File: src/rtl/alu_ops_pkg.sv
// alu_ops_pkg: ALU op codes, MIPS opcode/funct constants and the decoded-command record shared by issue and EX stages
package alu_ops_pkg;

    localparam logic [4:0] ALU_ADD  = 5'b00000;
    localparam logic [4:0] ALU_SUB  = 5'b00001;
    localparam logic [4:0] ALU_MUL  = 5'b00010;
    localparam logic [4:0] ALU_SLT  = 5'b00011;
    localparam logic [4:0] ALU_AND  = 5'b00100;
    localparam logic [4:0] ALU_OR   = 5'b00101;
    localparam logic [4:0] ALU_NOR  = 5'b00110;
    localparam logic [4:0] ALU_XOR  = 5'b00111;
    localparam logic [4:0] ALU_SLL  = 5'b01000;
    localparam logic [4:0] ALU_SRL  = 5'b01001;
    localparam logic [4:0] ALU_SLLV = 5'b01010;
    localparam logic [4:0] ALU_SRLV = 5'b01011;
    localparam logic [4:0] ALU_SRA  = 5'b01100;
    localparam logic [4:0] ALU_SRAV = 5'b01101;
    localparam logic [4:0] ALU_SLTU = 5'b01111;
    localparam logic [4:0] ALU_MOVN = 5'b10000;
    localparam logic [4:0] ALU_MOVZ = 5'b10001;
    localparam logic [4:0] ALU_MULU = 5'b10010;
    localparam logic [4:0] ALU_LUI  = 5'b10101;

    localparam logic [5:0] OP_SPECIAL  = 6'h00;
    localparam logic [5:0] OP_J        = 6'h02;
    localparam logic [5:0] OP_JAL      = 6'h03;
    localparam logic [5:0] OP_BEQ      = 6'h04;
    localparam logic [5:0] OP_BNE      = 6'h05;
    localparam logic [5:0] OP_ADDI     = 6'h08;
    localparam logic [5:0] OP_ADDIU    = 6'h09;
    localparam logic [5:0] OP_SLTI     = 6'h0A;
    localparam logic [5:0] OP_SLTIU    = 6'h0B;
    localparam logic [5:0] OP_ANDI     = 6'h0C;
    localparam logic [5:0] OP_ORI      = 6'h0D;
    localparam logic [5:0] OP_XORI     = 6'h0E;
    localparam logic [5:0] OP_LUI      = 6'h0F;
    localparam logic [5:0] OP_SPECIAL2 = 6'h1C;
    localparam logic [5:0] OP_SPECIAL3 = 6'h1F;
    localparam logic [5:0] OP_LB       = 6'h20;
    localparam logic [5:0] OP_LH       = 6'h21;
    localparam logic [5:0] OP_LW       = 6'h23;
    localparam logic [5:0] OP_LBU      = 6'h24;
    localparam logic [5:0] OP_LHU      = 6'h25;
    localparam logic [5:0] OP_SB       = 6'h28;
    localparam logic [5:0] OP_SH       = 6'h29;
    localparam logic [5:0] OP_SW       = 6'h2B;

    localparam logic [5:0] FN_SLL   = 6'h00;
    localparam logic [5:0] FN_SRL   = 6'h02;
    localparam logic [5:0] FN_SRA   = 6'h03;
    localparam logic [5:0] FN_SLLV  = 6'h04;
    localparam logic [5:0] FN_SRLV  = 6'h06;
    localparam logic [5:0] FN_SRAV  = 6'h07;
    localparam logic [5:0] FN_JR    = 6'h08;
    localparam logic [5:0] FN_JALR  = 6'h09;
    localparam logic [5:0] FN_MOVZ  = 6'h0A;
    localparam logic [5:0] FN_MOVN  = 6'h0B;
    localparam logic [5:0] FN_MULTU = 6'h19;
    localparam logic [5:0] FN_ADD   = 6'h20;
    localparam logic [5:0] FN_ADDU  = 6'h21;
    localparam logic [5:0] FN_SUB   = 6'h22;
    localparam logic [5:0] FN_SUBU  = 6'h23;
    localparam logic [5:0] FN_AND   = 6'h24;
    localparam logic [5:0] FN_OR    = 6'h25;
    localparam logic [5:0] FN_XOR   = 6'h26;
    localparam logic [5:0] FN_NOR   = 6'h27;
    localparam logic [5:0] FN_SLT   = 6'h2A;
    localparam logic [5:0] FN_SLTU  = 6'h2B;
    localparam logic [5:0] FN_MUL   = 6'h02;
    localparam logic [5:0] FN_BSHFL = 6'h20;

    // shamt selectors of the bshfl group; reused as the ADD Shift code for SEB/SEH
    localparam logic [4:0] SEB_SHAMT = 5'd16;
    localparam logic [4:0] SEH_SHAMT = 5'd24;

    typedef struct packed {
        logic [4:0] alu_control;
        logic [4:0] shift;
        logic       rotate;
        logic       alu_src_imm;
        logic       imm_zero_ext;
        logic       illegal;
    } dec_t;

endpackage

File: src/rtl/alu_op_issue_if.sv
// alu_op_issue_if: ID->EX issue handshake and decoded ALU command bundle
interface alu_op_issue_if #(parameter int CNT_W = 16);

    logic [31:0]      instruction;
    logic             in_valid;
    logic             in_ready;
    logic             flush;
    logic             out_ready;
    logic             out_valid;
    logic [4:0]       alu_control;
    logic [4:0]       shift;
    logic             rotate;
    logic             alu_src_imm;
    logic             imm_zero_ext;
    logic             illegal;
    logic [CNT_W-1:0] illegal_count;

    modport master (
        output instruction, in_valid, flush, out_ready,
        input  in_ready, out_valid, alu_control, shift, rotate, alu_src_imm, imm_zero_ext, illegal, illegal_count
    );

    modport slave (
        input  instruction, in_valid, flush, out_ready,
        output in_ready, out_valid, alu_control, shift, rotate, alu_src_imm, imm_zero_ext, illegal, illegal_count
    );

endinterface

File: src/rtl/alu_op_decode.sv
// alu_op_decode: combinational MIPS instruction -> ALU command fields and illegal flag
// ALU_ROTATE_EN enables ROTR/ROTRV decode; otherwise those encodings are illegal
module alu_op_decode
    import alu_ops_pkg::*;
(
    input  logic [31:0] instruction,
    output dec_t        dec
);

    logic [5:0] op;
    logic [5:0] fn;
    logic [4:0] sa;
    dec_t       r;
    logic       bad;

    assign op = instruction[31:26];
    assign fn = instruction[5:0];
    assign sa = instruction[10:6];

    always_comb begin
        r   = '0;
        bad = 1'b0;
        case (op)
            OP_SPECIAL: case (fn)
                FN_ADD, FN_ADDU, FN_JR, FN_JALR: r.alu_control = ALU_ADD;
                FN_SUB, FN_SUBU: r.alu_control = ALU_SUB;
                FN_AND:   r.alu_control = ALU_AND;
                FN_OR:    r.alu_control = ALU_OR;
                FN_XOR:   r.alu_control = ALU_XOR;
                FN_NOR:   r.alu_control = ALU_NOR;
                FN_SLT:   r.alu_control = ALU_SLT;
                FN_SLTU:  r.alu_control = ALU_SLTU;
                FN_SLLV:  r.alu_control = ALU_SLLV;
                FN_SRAV:  r.alu_control = ALU_SRAV;
                FN_MOVZ:  r.alu_control = ALU_MOVZ;
                FN_MOVN:  r.alu_control = ALU_MOVN;
                FN_MULTU: r.alu_control = ALU_MULU;
                FN_SLL: begin
                    r.alu_control = ALU_SLL;
                    r.shift       = sa;
                end
                FN_SRA: begin
                    r.alu_control = ALU_SRA;
                    r.shift       = sa;
                end
                FN_SRL: begin
                    r.alu_control = ALU_SRL;
                    r.shift       = sa;
`ifdef ALU_ROTATE_EN
                    r.rotate      = instruction[21];
`else
                    bad           = instruction[21];
`endif
                end
                FN_SRLV: begin
                    r.alu_control = ALU_SRLV;
`ifdef ALU_ROTATE_EN
                    r.shift       = {4'b0, instruction[6]};
`else
                    bad           = instruction[6];
`endif
                end
                default: bad = 1'b1;
            endcase
            OP_SPECIAL2: begin
                r.alu_control = ALU_MUL;
                bad           = fn != FN_MUL;
            end
            OP_SPECIAL3: begin
                r.alu_control = ALU_ADD;
                r.shift       = sa;
                bad           = fn != FN_BSHFL || (sa != SEB_SHAMT && sa != SEH_SHAMT);
            end
            OP_ADDI, OP_ADDIU, OP_LB, OP_LH, OP_LW, OP_LBU, OP_LHU, OP_SB, OP_SH, OP_SW: begin
                r.alu_control = ALU_ADD;
                r.alu_src_imm = 1'b1;
            end
            OP_SLTI: begin
                r.alu_control = ALU_SLT;
                r.alu_src_imm = 1'b1;
            end
            OP_SLTIU: begin
                r.alu_control = ALU_SLTU;
                r.alu_src_imm = 1'b1;
            end
            OP_ANDI, OP_ORI, OP_XORI: begin
                r.alu_control  = op == OP_ANDI ? ALU_AND : op == OP_ORI ? ALU_OR : ALU_XOR;
                r.alu_src_imm  = 1'b1;
                r.imm_zero_ext = 1'b1;
            end
            OP_LUI: begin
                r.alu_control = ALU_LUI;
                r.alu_src_imm = 1'b1;
            end
            OP_BEQ, OP_BNE: r.alu_control = ALU_SUB;
            OP_J, OP_JAL:   r.alu_control = ALU_ADD;
            default: bad = 1'b1;
        endcase
        // an illegal entry carries no command, only the flag
        dec         = bad ? '0 : r;
        dec.illegal = bad;
    end

endmodule

File: src/rtl/alu_op_issue.sv
// alu_op_issue: ID->EX issue register holding the decoded ALU command with valid/ready flow control and illegal counter
// ALU_ROTATE_EN (see alu_op_decode) selects whether ROTR/ROTRV are legal
module alu_op_issue
    import alu_ops_pkg::*;
#(
    parameter int CNT_W = 16
) (
    input logic           clk,
    input logic           rst,
    alu_op_issue_if.slave bus
);

    dec_t             d;
    dec_t             q;
    logic             valid_q;
    logic             in_ready;
    logic             accept;
    logic [CNT_W-1:0] cnt;

    alu_op_decode u_decode (
        .instruction(bus.instruction),
        .dec        (d)
    );

    assign in_ready = !bus.flush && (!valid_q || bus.out_ready);
    assign accept   = bus.in_valid && in_ready;

    always_ff @(posedge clk) begin
        if (rst) begin
            valid_q <= 1'b0;
            q       <= '0;
            cnt     <= '0;
        end else if (bus.flush) begin
            valid_q <= 1'b0;
        end else if (accept) begin
            valid_q <= 1'b1;
            q       <= d;
            if (d.illegal && !(&cnt)) cnt <= cnt + CNT_W'(1);
        end else if (bus.out_ready) begin
            valid_q <= 1'b0;
        end
    end

    assign bus.in_ready      = in_ready;
    assign bus.out_valid     = valid_q;
    assign bus.alu_control   = q.alu_control;
    assign bus.shift         = q.shift;
    assign bus.rotate        = q.rotate;
    assign bus.alu_src_imm   = q.alu_src_imm;
    assign bus.imm_zero_ext  = q.imm_zero_ext;
    assign bus.illegal       = q.illegal;
    assign bus.illegal_count = cnt;

endmodule
File: src/flat_wrapper.sv
// flat-port wrapper written by rule: the top's interface ports become plain ports
module alu_op_issue_flat import alu_ops_pkg::*;
#(
    parameter int CNT_W = 16
)
  (clk, rst, bus_instruction, bus_in_valid, bus_flush, bus_out_ready, bus_in_ready, bus_out_valid, bus_alu_control, bus_shift, bus_rotate, bus_alu_src_imm, bus_imm_zero_ext, bus_illegal, bus_illegal_count);
  alu_op_issue_if #(.CNT_W(CNT_W)) bus_i ();
  input logic clk;
  input logic rst;
  input wire logic [$bits(bus_i.instruction)-1:0] bus_instruction;
  input wire logic [$bits(bus_i.in_valid)-1:0] bus_in_valid;
  input wire logic [$bits(bus_i.flush)-1:0] bus_flush;
  input wire logic [$bits(bus_i.out_ready)-1:0] bus_out_ready;
  output wire logic [$bits(bus_i.in_ready)-1:0] bus_in_ready;
  output wire logic [$bits(bus_i.out_valid)-1:0] bus_out_valid;
  output wire logic [$bits(bus_i.alu_control)-1:0] bus_alu_control;
  output wire logic [$bits(bus_i.shift)-1:0] bus_shift;
  output wire logic [$bits(bus_i.rotate)-1:0] bus_rotate;
  output wire logic [$bits(bus_i.alu_src_imm)-1:0] bus_alu_src_imm;
  output wire logic [$bits(bus_i.imm_zero_ext)-1:0] bus_imm_zero_ext;
  output wire logic [$bits(bus_i.illegal)-1:0] bus_illegal;
  output wire logic [$bits(bus_i.illegal_count)-1:0] bus_illegal_count;
  assign bus_i.instruction = bus_instruction;
  assign bus_i.in_valid = bus_in_valid;
  assign bus_i.flush = bus_flush;
  assign bus_i.out_ready = bus_out_ready;
  assign bus_in_ready = bus_i.in_ready;
  assign bus_out_valid = bus_i.out_valid;
  assign bus_alu_control = bus_i.alu_control;
  assign bus_shift = bus_i.shift;
  assign bus_rotate = bus_i.rotate;
  assign bus_alu_src_imm = bus_i.alu_src_imm;
  assign bus_imm_zero_ext = bus_i.imm_zero_ext;
  assign bus_illegal = bus_i.illegal;
  assign bus_illegal_count = bus_i.illegal_count;
  alu_op_issue #(.CNT_W(CNT_W)) u_core (.clk(clk), .rst(rst), .bus(bus_i));
endmodule
File: config.mk
export PLATFORM = sky130hd
export DESIGN_NAME = alu_op_issue_flat
export DESIGN_NICKNAME = d
export VERILOG_FILES = /design/src/rtl/alu_ops_pkg.sv /design/src/rtl/alu_op_issue_if.sv /design/src/rtl/alu_op_decode.sv /design/src/rtl/alu_op_issue.sv /design/src/flat_wrapper.sv
export SDC_FILE = /design/constraint.sdc
export NUM_CORES = 1
export LEC_CHECK = 0
export ABC_AREA = 1
export CAP_MARGIN = 25
export CORE_MARGIN = 2
export CORE_UTILIZATION = 40
export CTS_BUF_LIST = sky130_fd_sc_hd__clkbuf_16
export DETAILED_ROUTE_END_ITERATION = 16
export GPL_ROUTABILITY_DRIVEN = 1
export PLACE_DENSITY = 0.71
export SETUP_SLACK_MARGIN = 0.15
export SYNTH_ARGS = -nofsm -noshare
export SYNTH_HDL_FRONTEND = slang
export SYNTH_SLANG_ARGS = --single-unit
File: constraint.sdc
create_clock -name clk -period 1.7 [get_ports clk]
set_input_delay 0.51 -clock clk [delete_from_list [all_inputs] [get_ports clk]]
set_output_delay 0.51 -clock clk [all_outputs]
set_load 0.05 [all_outputs]
# --- After elaboration in Yosys (flattened, before gate mapping) ---
# Index checks and enable logic that the tools add are counted.
totals:
  elab_cells: 92
  ff_bits: 31
  output_inout_bits: 32
classes:
  bitwise_logic: 1
  n_eq_ne: 46
  n_addsub: 1
  muxes: 13
  reduce_logical: 23
ops:
  columns: ["op", "count"]
  rows:
  - ["== test 6 bit, second input constant", 18]
  - ["case mux 5 bit (16 select lines)", 1]
  - ["== test 6 x 4 -> 1 bit, second input constant", 12]
  - ["case mux 5 bit (7 select lines)", 1]
  - ["== test 6 x 3 -> 1 bit, second input constant", 5]
  - ["== test 6 x 2 -> 1 bit, second input constant", 4]
  - ["OR reduction 20 bit", 1]
  - ["OR reduction 19 bit", 1]
  - ["== test 6 x 5 -> 1 bit, second input constant", 3]
  - ["adder 16 x 1 -> 16 bit, second input constant", 1]
  - ["AND reduction 16 bit", 1]
  - ["OR reduction 16 bit", 1]
  - ["2-to-1 mux 14 bit", 1]
  - ["zero test 6 bit", 2]
  - ["inequality test 5 bit, second input constant", 2]
  - ["case mux 5 bit (2 select lines)", 1]
  - ["inequality test 6 x 2 -> 1 bit, second input constant", 1]
  - ["inequality test 6 bit, second input constant", 1]
  - ["OR reduction 2 bit", 3]
  - ["OR reduction 3 bit", 2]
  - ["2-to-1 mux 5 bit", 1]
  - ["logical AND 1 bit", 4]
  - ["2-to-1 mux 1 bit", 4]
  - ["2-to-1 mux 2 bit", 2]
  - ["other kinds (8)", 11]

# --- Logic depth before layout (Yosys ltp) ---
# Gate-level depths: netlist (run 1).
depth:
  word_depth: 6
  depth_mapped: 14

# --- Cells and area by module ---
# From an unflattened synthesis (run 1), not the netlist that was laid out.
hier_totals:
  hier_cells: 358
  area_unflattened_um2: 2336.0
modules_own_cells:
  columns: ["mod", "area_each_um2", "seq_area_each_um2", "cells_per_inst", "n_inst"]
  rows:
  - ["alu_op_issue", 1640.3, 620.6, 223, 1]
  - ["alu_op_decode", 695.7, 0.0, 135, 1]

# --- Worst setup path after synthesis (run 1) ---
# Ideal clock, no wire load.
synth_timing:
  path_type: "reg-to-reg"
  startpoint: "reg u_core.valid_q (netlist: u_core.bus.out_valid)"
  endpoint: "reg u_core.cnt[5] (netlist: u_core.bus.illegal_count[5])"
  setup_ps: 69
  arrival_time_ps: 2495
  stages_incl_launch_ff: 7
  slack_ps: -864
  required_ps: 1631
  synth_period_minus_slack_ps: 2564
  path_cell_list: "dfxtp_1 a21oi_1 nand2_1 inv_2 buf_1 nand4_1 a21oi_2"
synth_via:
  elab_chain_cells: 5
synth_rtl:
  columns: ["item", "line_no", "rtl"]
  rows:
  - ["start, declared", "alu_op_issue.sv:15", "logic valid_q;"]
  - ["start signal, assigned", "alu_op_issue.sv:30", "valid_q <= 1'b0;"]
  - ["start signal, assigned", "alu_op_issue.sv:34", "valid_q <= 1'b0;"]
  - ["start signal, assigned", "alu_op_issue.sv:36", "valid_q <= 1'b1;"]
  - ["zero test 1 bit", "alu_op_issue.sv:25", "assign in_ready = !bus.flush && (!valid_q || bus.out_ready);"]
  - ["logical OR 1 bit", "alu_op_issue.sv:25", null]
  - ["logical AND 1 bit", "alu_op_issue.sv:25", null]
  - ["named net bus_in_ready", "flat_wrapper.sv:14", "output wire logic [$bits(bus_i.in_ready)-1:0] bus_in_ready;"]
  - ["logical AND 1 bit", "alu_op_issue.sv:26", "assign accept = bus.in_valid && in_ready;"]
  - ["AND reduction 3 bit (no source line)", null, null]
  - ["end signal, assigned", "alu_op_issue.sv:38", "if (d.illegal && !(&cnt)) cnt <= cnt + CNT_W'(1);"]
  - ["end, declared", "alu_op_issue.sv:18", "logic [CNT_W-1:0] cnt;"]
# The timed path passes the listed nets, and every way through them passes these cells.
# A chain may end at the register's enable or synchronous reset.

# --- Worst setup path in the final report (run 1) ---
layout_timing:
  startpoint: "in bus_instruction[1]"
  endpoint: "reg u_core.cnt[0] (netlist: u_core.bus.illegal_count[0])"
layout_via:
  elab_chain_cells: 6
  word_cells_on_any_way: 29
layout_rtl:
  columns: ["item", "line_no", "rtl"]
  rows:
  - ["start, declared", "flat_wrapper.sv:10", "input wire logic [$bits(bus_i.instruction)-1:0] bus_instruction;"]
  - ["== test 6 x 2 -> 1 bit (tied with other cells)", "alu_op_decode.sv:24", "OP_SPECIAL: case (fn)"]
  - ["OR reduction 19 bit (no source line)", null, null]
  - ["case mux 1 bit (3 select lines)", "alu_op_decode.sv:24", null]
  - ["case mux 1 bit (4 select lines) *", "alu_op_decode.sv:23", "case (op)"]
  - ["logical AND 1 bit *", "alu_op_issue.sv:38", null]
  - ["AND reduction 3 bit (no source line) *", null, null]
# Every way passes the cells marked *; elsewhere a longest branch is shown, timed or not.

==> qor.csv, run 1 <==
metric;value;unit
met1 usage;0.3752;
die width;77.52;um
CP Buf/Inv Count;2;
Critical Path AT;2.11;ns
Final min period;1.897;ns
Tcrit/Tclk final;1.116;
CTS tree;built;
Clock transition at path regs;0.05;ns
Critical Path Start Type;input pin;
CP peak stage delay;0.20;ns
Initial Utilization;0.4180;
Synth-to-Final Area Change;107.2;%
flip-flop and latch count after synthesis;30;
async set-or-reset flop fraction in the synthesized netlist;0;
Ys Warns;0;
first-pass GRT wire length;15580;um
top post-synthesis cells by area;dfxtp_1 (28%), nand2_1 (15%), nand3_1 (7.4%), inv_1 (6.8%), nand4_1 (6.7%);
Site Rows;26;
routing usage on met2;0.5583;
critical path, cell by cell;buf_6 -> nand2_4 -> inv_1 -> nand3_2 -> nand2_2 -> nor2_4 -> nand3_2 -> nand2_2 -> nand2_4 -> nand2_8 -> nand3_4 -> nand2_2 -> nand2_1 -> nor2_1;
Total Nets Final;535;
Crit Path Max Fanout;8;
overall power;0.002139;W
Worst VDD drop;0.4744;mV
Avg Inst Size Synth;6.359;sq um
WL/cell;19.83;um
delay-heaviest family, CP;simple AND/OR/NAND/NOR gates;
Worst Slack Setup Final;-0.1975;ns
initial antenna violation count;0;
Static Leak;1.976;nW
worst skew pair latency;0.28;ns
Routability Congestion;0.9512;
Die Ht;77.52;um
Synth Flop Type;dfxtp_1;
Critical-path top delay cell;nand3_4;
largest net degree at the start of global routing;20;
Core Footprint;5172;sq um
most frequent cell after synthesis;nand2_1;
CTS sink cnt;30;
Final Util;0.8662;
largest area contributor in the netlist;dfxtp_1;
Post-synth EDFFs;0;
met3 Track Usage GR;0.06860;
CP required;1.91;ns
Overflow after GRT;0;
power density cells;477.4;nW/um^2
max frequency;527.0;MHz
max cap viols;0;
fraction of layout cells with a size suffix above 1;0.5775;
Final Max Tran Viols;0;
Most common cell on crit path;nand2_2;
antenna-violating nets left;0;
outcome;complete, but fails checks;
I/O Buffers;53;
busiest grt layer;met2;
clk root buf;clkbuf_16;
top cells by count, synth;nand2_1 (88), inv_1 (39), nor2_1 (37);
top-area cell type share of the netlist area;0.2778;
vias in the first global route;3262;
synthesized instance count;340;
post-DP HPWL;5316;um
count of cell types in the netlist;34;
Seq/Total Area, Yosys;0.2778;
H-tree lvl count;2;
vias post-DR;3425;
diodes inserted;0;
unrepaired setup endpoints after global routing;true;
initial drt markers;484;
syn nets;378;
Worst Skew;0.006029;ns
gr usage total;0.3260;
die area;6009;sq um
DR DRC count;0;
post-DR vias/cell;6.041;
worst hold path class;input pin to flip-flop;
CP Class;input pin to flip-flop;
num ports;69;
final setup fails;25;
CTS Buffer Depth;2;
drt total wl;11240;um
final hold vios;0;
Detailed Routing Iterations Pass 1;5;
Syn Std Cell Area;2162;sq um
failing checks;setup timing;
CTS buffer count;5;
Worst Setup End Kind;flip-flop;
-- stage by stage --
stage / instance area [sq um] / setup slack (ns) / hold WS (ns) / std cells / setup TNS (ns)
global placement: 3652 / -0.7271 / 0.4909 / 522 / -18.65
global route: 4481 / -0.2520 / 0.4915 / 567 / -4.458
CTS: 4264 / 0.02910 / 0.4494 / 562 / 0
detailed placement: 3652 / -0.7897 / 0.4940 / 522 / -20.11
finish: 4481 / -0.1975 / 0.4724 / 567 / -3.468
floorplan: 2257 / -0.1826 / 0.5689 / 340 / -1.966
-- power by group --
group / internal (W) / switching [W] / total, W
Clock: 0.000522 / 0.000297 / 0.000819
Combinational: 0.000264 / 0.000335 / 0.000599
Sequential: 0.000710 / 0.0000102 / 0.000721
-- layer usage --
layer / vias up / part of all wire
met2: 323 / 0.46
met5: - / 0
met4: 0 / 0.080
met3: 93 / 0.10
li1: 1448 / -
met1: 1561 / 0.35
-- worst paths after layout --
check / startpoint / to / slack, ns / cells after the start
worst max-delay path: bus_instruction[1] / u_core.bus.illegal_count[0] / -0.20 / 14
worst min-delay path: bus_flush / u_core.bus.out_valid / 0.47 / 2
worst max register to register: u_core.bus.illegal_count[10] / u_core.bus.illegal_count[14] / -0.08 / 6
worst min register to register: u_core.bus.alu_src_imm / u_core.bus.alu_src_imm / 0.51 / 2
-- placed cells by master (no fill, tap or decap), drive strengths merged, types with 3 or more instances in the layout --
cell type,synthesis,layout
buf,6,151
nand2,90,90
nor2,42,42
inv,40,41
nand3,33,34
a21oi,31,31
dfxtp,30,30
nand4,23,23
xor2,9,9
o21ai,8,8
nor3,7,7
clkbuf,4,6
xnor2,4,4
clkdlybuf4s50,0,4
o211ai,3,3
-- flip-flops by register name, indices dropped and copies added, names as in the netlist --
name and flops:
u_core.bus.imm_zero_ext 1, u_core.bus.alu_control 5, u_core.bus.illegal_count 16, u_core.bus.shift 5, u_core.bus.illegal 1, u_core.bus.out_valid 1
u_core.bus.alu_src_imm 1
-- area by class of cell --
class,instances,area (sq um)
fillers,228,691.9
clock buffers,5,125.1
flip-flops and latches,30,619.3
inverters,40,160.2
clock inverters,2,7.507
multi-input cells,261,1798
well taps,70,87.58
repair buffers,159,1683
-- cells by family after synthesis --
kind of cell | count (synthesis) | share of synthesized area
AO/OA/AOI/OAI | 47 | 0.1343
XOR/XNOR | 13 | 0.05266
adder cells (fa/ha/maj) | 1 | 0.005786
buffers and inverters | 50 | 0.09606
flip-flops | 30 | 0.2778
other | 1 | 0.001734
AND/OR/NAND/NOR | 198 | 0.4317
-- timing repair --
item | 4_1_cts | 5_1_grt
buffers inserted | 31 | 5
hold buffers | 0 | 0
pin swaps | 59 | 37
gates cloned | 2 | 0
setup endpoints to repair | 32 | 26
resized for setup | 161 | 58
Power figures use the tool's default switching activity.
==> run 2, diff against run 1 <==
--- a/config.mk
+++ b/config.mk
@@ -8,5 +8,4 @@
 export ABC_AREA = 1
 export CAP_MARGIN = 25
-export CORE_MARGIN = 2
 export CORE_UTILIZATION = 40
 export CTS_BUF_LIST = sky130_fd_sc_hd__clkbuf_16
==> constraint.sdc (replaced) <==
create_clock -name clk -period 1.7 [get_ports clk]
set_input_delay 0.255 -clock clk [delete_from_list [all_inputs] [get_ports clk]]
set_output_delay 0.255 -clock clk [all_outputs]
set_load 0.05 [all_outputs]
==> qor.csv, run 2 (synthesis results as in run 1) <==
metric;value;unit;change
delay-heaviest family, CP;simple AND/OR/NAND/NOR gates;;unchanged
Core Footprint;5172;sq um;unchanged
Crit Path Max Fanout;8;;unchanged
CP required;1.90;ns;was 1.91 ns
diodes inserted;0;;unchanged
critical path, cell by cell;ha_4 -> nand3_4 -> nor3_4 -> nand3_2 -> nor3_4 -> nand2_4 -> nand3_4 -> nand2_2 -> a21oi_2;;was buf_6 -> nand2_4 -> inv_1 -> nand3_2 -> nand2_2 -> nor2_4 -> nand3_2 -> nand2_2 -> nand2_4 -> nand2_8 -> nand3_4 -> nand2_2 -> nand2_1 -> nor2_1
Site Rows;26;;unchanged
drt total wl;7648;um;was 11240 um
Final Max Tran Viols;0;;unchanged
commonest non-fill, non-tap cell in the layout;buf_4;;unchanged
Static Leak;1.778;nW;was 1.976 nW
largest net degree at the start of global routing;17;;was 20
first-pass GRT wire length;11050;um;was 15580 um
Detailed Routing Iterations Pass 1;7;;was 5
unrepaired setup endpoints after global routing;true;;unchanged
worst skew pair latency;0.28;ns;about the same
clk root buf;clkbuf_16;;unchanged
final hold vios;0;;unchanged
Worst Skew;0.006852;ns;was 0.006029 ns
max cap viols;0;;unchanged
I/O Buffers;53;;unchanged
setup TNS;0;ns;was -3.468 ns
cts hold-fix bufs;0;;unchanged
CP Buf/Inv Count;0;;was 2
CTS Buffer Depth;2;;unchanged
initial antenna violation count;0;;unchanged
power density cells;531.8;nW/um^2;was 477.4 nW/um^2
vias in the first global route;2502;;was 3262
CP peak stage delay;0.35;ns;was 0.20 ns
max reg flops;16;;unchanged
Routability Congestion;0.9262;;was 0.9512
Total Nets Final;515;;was 535
Critical Path AT;1.82;ns;was 2.11 ns
CTS tree;built;;unchanged
Critical Path Start Type;flip-flop;;was input pin
Clock transition at path regs;0.05;ns;about the same
Worst Setup End Kind;flip-flop;;unchanged
Final min period;1.621;ns;was 1.897 ns
CTS sink cnt;30;;unchanged
post-DP HPWL;4938;um;was 5316 um
final setup fails;0;;was 25
most frequent cells in the layout;buf_4 (109), nand2_1 (67), inv_1 (32);;was buf_4 (99), nand2_1 (54), buf_12 (34)
die width;75.52;um;was 77.52 um
Placed Cells;520;;was 522
Die Ht;75.52;um;was 77.52 um
overall power;0.002014;W;was 0.002139 W
CTS buffer count;5;;unchanged
max frequency;616.7;MHz;was 527.0 MHz
DR DRC count;0;;unchanged
fill count;392;;was 228
outcome;complete, no violations;;was complete, but fails checks
die area;5703;sq um;was 6009 sq um
vias post-DR;2922;;was 3425
num ports;69;;unchanged
Critical-path top delay cell;dfxtp_4;;was nand3_4
Tcrit/Tclk final;0.9538;;was 1.116
CP Class;flip-flop to flip-flop;;was input pin to flip-flop
Worst VDD drop;0.6349;mV;was 0.4744 mV
Final Util;0.7322;;was 0.8662
fraction of layout cells with a size suffix above 1;0.4812;;was 0.5775
Overflow after GRT;0;;unchanged
post-DR vias/cell;5.332;;was 6.041
antenna-violating nets left;0;;unchanged
H-tree lvl count;2;;unchanged
initial drt markers;233;;was 484
WL/cell;13.96;um;was 19.83 um
final std cells w/o fill;548;;was 567
Synth-to-Final Area Change;75.17;%;was 107.2%
gr usage total;0.2566;;was 0.3260
worst hold path class;flip-flop to flip-flop;;was input pin to flip-flop
Initial Utilization;0.4180;;unchanged
==> run 2: cell count changes in the layout (fill, tap and decap cells not counted), moves of 9 or more <==
cell     delta
inv_1       +9
inv_2       -9
buf_4      +10
buf_12     -31
nand2_1    +13
nand2_2    -10
==> run 2: worst register-to-register path, stage by stage, from the launching register on <==
cell	delay, ns
dfxtp_4	0.35
ha_4	0.15
nand3_4	0.08
nor3_4	0.15
nand3_2	0.11
nor3_4	0.18
nand2_4	0.13
nand3_4	0.18
nand2_2	0.08
a21oi_2	0.14
==> run 2: worst paths after layout <==
| path | startpoint | endpoint | slack [ns] | cells past startpoint |
|---|---|---|---|---|
| hold / removal | u_core.bus.alu_control[3] | u_core.bus.alu_control[3] | 0.47 | 2 |
| setup reg to reg | u_core.bus.illegal_count[0] | u_core.bus.illegal_count[2] | 0.08 | 9 |
| setup / recovery | u_core.bus.illegal_count[0] | u_core.bus.illegal_count[2] | 0.08 | 9 |
| hold reg to reg | u_core.bus.alu_control[3] | u_core.bus.alu_control[3] | 0.47 | 2 |
==> run 2: what timing repair did <==
| action | CTS | global route |
|---|---|---|
| gates cloned | 1 | 0 |
| gates resized for setup | 59 | 84 |
| buffers inserted | 11 | 8 |
| pin swaps | 31 | 44 |
| endpoints found under the setup margin | 25 | 25 |
==> run 2: layer usage <==
metal	global-route usage	wire (um)
met4	0.09671	238
met5	0	0
met1	0.3425	3280
met3	0.05026	486
met2	0.4107	3641
==> run 2: metrics by stage <==
stage                     setup slack, ns  area (sq um)  hold slack (ns)
after CTS                          0.1043          3562           0.4755
after floorplan                   -0.1809          2247           0.3268
final                             0.07857          3787           0.4707
after global placement            -0.4833          3247           0.4579
after global routing             -0.01153          3787           0.4986
after detailed placement          -0.5121          3247           0.4647
==> run 2: final cells by class <==
cell class | count | area, sq um | share of cell area
clock inverters | 3 | 12.51 | 0.003304
well taps | 70 | 87.58 | 0.02313
inverters | 40 | 155.1 | 0.04096
multi-input cells | 261 | 1655 | 0.4371
repair buffers | 139 | 1135 | 0.2996
clock buffers | 5 | 125.1 | 0.03304
flip-flops and latches | 30 | 616.8 | 0.1629
==> run 2: power breakdown <==
group	total, W	switching [W]	internal, W
Sequential	0.000716	0.00000569	0.000711
Combinational	0.000476	0.000270	0.000205
Clock	0.000822	0.000296	0.000527
==> run 3, diff against run 2 <==
CTS_BUF_LIST = unset   (was sky130_fd_sc_hd__clkbuf_16)
==> qor.csv, run 3 (synthesis results as in run 1) <==
metric;value;unit;change
Critical Path Stages;9;;unchanged
CP required;1.87;ns;was 1.90 ns
critical path, cell by cell;ha_4 -> nand3_4 -> nor3_4 -> nand3_2 -> nor3_4 -> nand2_4 -> buf_12 -> nand4_1 -> a21oi_2;;was ha_4 -> nand3_4 -> nor3_4 -> nand3_2 -> nor3_4 -> nand2_4 -> nand3_4 -> nand2_2 -> a21oi_2
fill count;432;;was 392
die width;75.52;um;unchanged
Die Ht;75.52;um;unchanged
Synth-to-Final Area Change;65.22;%;was 75.17%
Core Footprint;5172;sq um;unchanged
delay-heaviest family, CP;simple AND/OR/NAND/NOR gates;;unchanged
DR DRC count;0;;unchanged
Placed Cells;520;;unchanged
Total Nets Final;507;;was 515
Hold EP;u_core.bus.alu_control[0];;was u_core.bus.alu_control[3]
drt total wl;6858;um;was 7648 um
Detailed Routing Iterations Pass 1;4;;was 7
worst skew pair latency;0.29;ns;was 0.28 ns
R2R Path End;u_core.bus.illegal_count[6];;was u_core.bus.illegal_count[2]
Worst Skew;0.004644;ns;was 0.006852 ns
first-pass GRT wire length;10740;um;was 11050 um
diodes inserted;0;;unchanged
unrepaired setup endpoints after global routing;true;;unchanged
largest net degree at the start of global routing;17;;unchanged
CTS buffer count;5;;unchanged
CTS tree;built;;unchanged
I/O Buffers;53;;unchanged
cts hold-fix bufs;0;;unchanged
max frequency;624.3;MHz;was 616.7 MHz
commonest non-fill, non-tap cell in the layout;buf_4;;unchanged
final hold vios;0;;unchanged
gr usage total;0.2483;;was 0.2566
Crit Path Max Fanout;8;;unchanged
most frequent cells in the layout;buf_4 (103), nand2_1 (71), inv_1 (33);;was buf_4 (109), nand2_1 (67), inv_1 (32)
fraction of layout cells with a size suffix above 1;0.4213;;was 0.4812
final setup fails;0;;unchanged
Critical Path AT;1.77;ns;was 1.82 ns
clk root buf;clkbuf_8;;was clkbuf_16
Final Max Tran Viols;0;;unchanged
antenna-violating nets left;0;;unchanged
Static Leak;1.691;nW;was 1.778 nW
vias post-DR;2710;;was 2922
worst hold path class;flip-flop to flip-flop;;unchanged
Critical Path Start Type;flip-flop;;unchanged
Tcrit/Tclk final;0.9422;;was 0.9538
initial drt markers;210;;was 233
die area;5703;sq um;unchanged
Critical-path top delay cell;dfxtp_4;;unchanged
CTS sink cnt;30;;unchanged
overall power;0.001738;W;was 0.002014 W
final std cells w/o fill;540;;was 548
num ports;69;;unchanged
Hold Path Origin;u_core.bus.alu_control[0];;was u_core.bus.alu_control[3]
R2R setup slack;0.1;ns;was 0.08 ns
CP peak stage delay;0.36;ns;was 0.35 ns
max cap viols;0;;unchanged
post-DP HPWL;4938;um;unchanged
post-DR vias/cell;5.019;;was 5.332
Worst Reg2Reg Path Length in Cells;9;;unchanged
initial antenna violation count;0;;unchanged
CP Class;flip-flop to flip-flop;;unchanged
power density cells;486.6;nW/um^2;was 531.8 nW/um^2
Worst Setup End Kind;flip-flop;;unchanged
vias in the first global route;2423;;was 2502
FF-to-FF Start;u_core.bus.illegal_count[0];;unchanged
Clock transition at path regs;0.06;ns;was 0.05 ns
H-tree lvl count;2;;unchanged
outcome;complete, no violations;;unchanged
Worst Hold Path Cells;2;;unchanged
CP Buf/Inv Count;1;;was 0
footprint of the multi-input gates;1562;sq um;was 1655 sq um
Most common cell on crit path;nor3_4;;
Initial Utilization;0.4180;;unchanged
register area;616.8;sq um;unchanged
CTS Buffer Depth;2;;unchanged
max reg flops;16;;unchanged
Setup Slack @ Placement;-0.5121;ns;unchanged
Worst Slack Setup Final;0.09829;ns;was 0.07857 ns
Final min period;1.602;ns;was 1.621 ns
Overflow after GRT;0;;unchanged
Site Rows;26;;unchanged
Worst VDD drop;0.5000;mV;was 0.6349 mV
Routability Congestion;0.9262;;unchanged
WL/cell;12.70;um;was 13.96 um
==> run 3: cell count changes in the layout (fill, tap and decap cells not counted), moves of 5 or more <==
cell       delta
nor2_1        +5
clkbuf_8      +6
buf_6         -5
buf_4         -6
nand3_1       +7
clkbuf_16     -5
nor2_4        -6
nand3_2       -7
==> run 3: layout make-up <==
| type | count | share of cell area |
|---|---|---|
| multi-input combinational | 261 | 0.4371 |
| timing repair buffer | 131 | 0.2967 |
| sequential | 30 | 0.1727 |
| inverter | 40 | 0.04343 |
| tap | 70 | 0.02452 |
| clock buffer | 7 | 0.02417 |
| clock inverter | 1 | 0.001401 |
==> run 3: timing repair <==
action | 4_1_cts | 5_1_grt
pin swaps | 26 | 20
gates resized for setup | 56 | 36
buffers inserted | 9 | 2
endpoints found under the setup margin | 25 | 25
gates cloned | 1 | 0
==> run 3: worst max path at each step <==
stage | slack (ns) | start | end
after floorplan | -0.18 | u_core.bus.illegal_count[1] | u_core.bus.illegal_count[9]
after global placement | -0.48 | bus_instruction[4] | u_core.bus.illegal
after detailed placement | -0.51 | bus_instruction[5] | u_core.bus.illegal_count[2]
after CTS | 0.11 | u_core.bus.illegal_count[0] | u_core.bus.illegal_count[2]
after global routing | -0.01 | u_core.bus.illegal_count[0] | u_core.bus.illegal_count[6]
final | 0.1 | u_core.bus.illegal_count[0] | u_core.bus.illegal_count[6]
==> run 3: routing by layer <==
layer	vias to the layer above	wire, um	GRT usage
li1	1384	-	-
met1	1231	3179	0.3385
met2	80	3236	0.3968
met3	15	335	0.04630
met4	0	106	0.08025
met5	-	0	0
==> run 3: where the power goes <==
part,total [W],internal [W],switching [W]
Sequential,0.000714,0.000709,0.00000570
Combinational,0.000429,0.000182,0.000247
Clock,0.000595,0.000326,0.000269
Total,0.00174,0.00122,0.000521
==> run 3: through the flow <==
step / area [sq um] / hold slack [ns] / util / TNS (ns)
2_1_floorplan: 2247 / 0.3268 / - / -1.940
4_1_cts: 3498 / 0.4775 / 0.6763 / 0
6_report: 3572 / 0.4749 / 0.6906 / 0
5_1_grt: 3572 / 0.5005 / 0.6906 / -0.01230
3_5_place_dp: 3247 / 0.4647 / 0.6277 / -11.91
3_3_place_gp: 3247 / 0.4579 / 0.6277 / -11.43
==> run 3: worst register-to-register path: stages, from the launching register on <==
cell,delay [ns]
dfxtp_4,0.36
ha_4,0.15
nand3_4,0.08
nor3_4,0.15
nand3_2,0.11
nor3_4,0.18
nand2_4,0.13
buf_12,0.16
nand4_1,0.12
a21oi_2,0.06
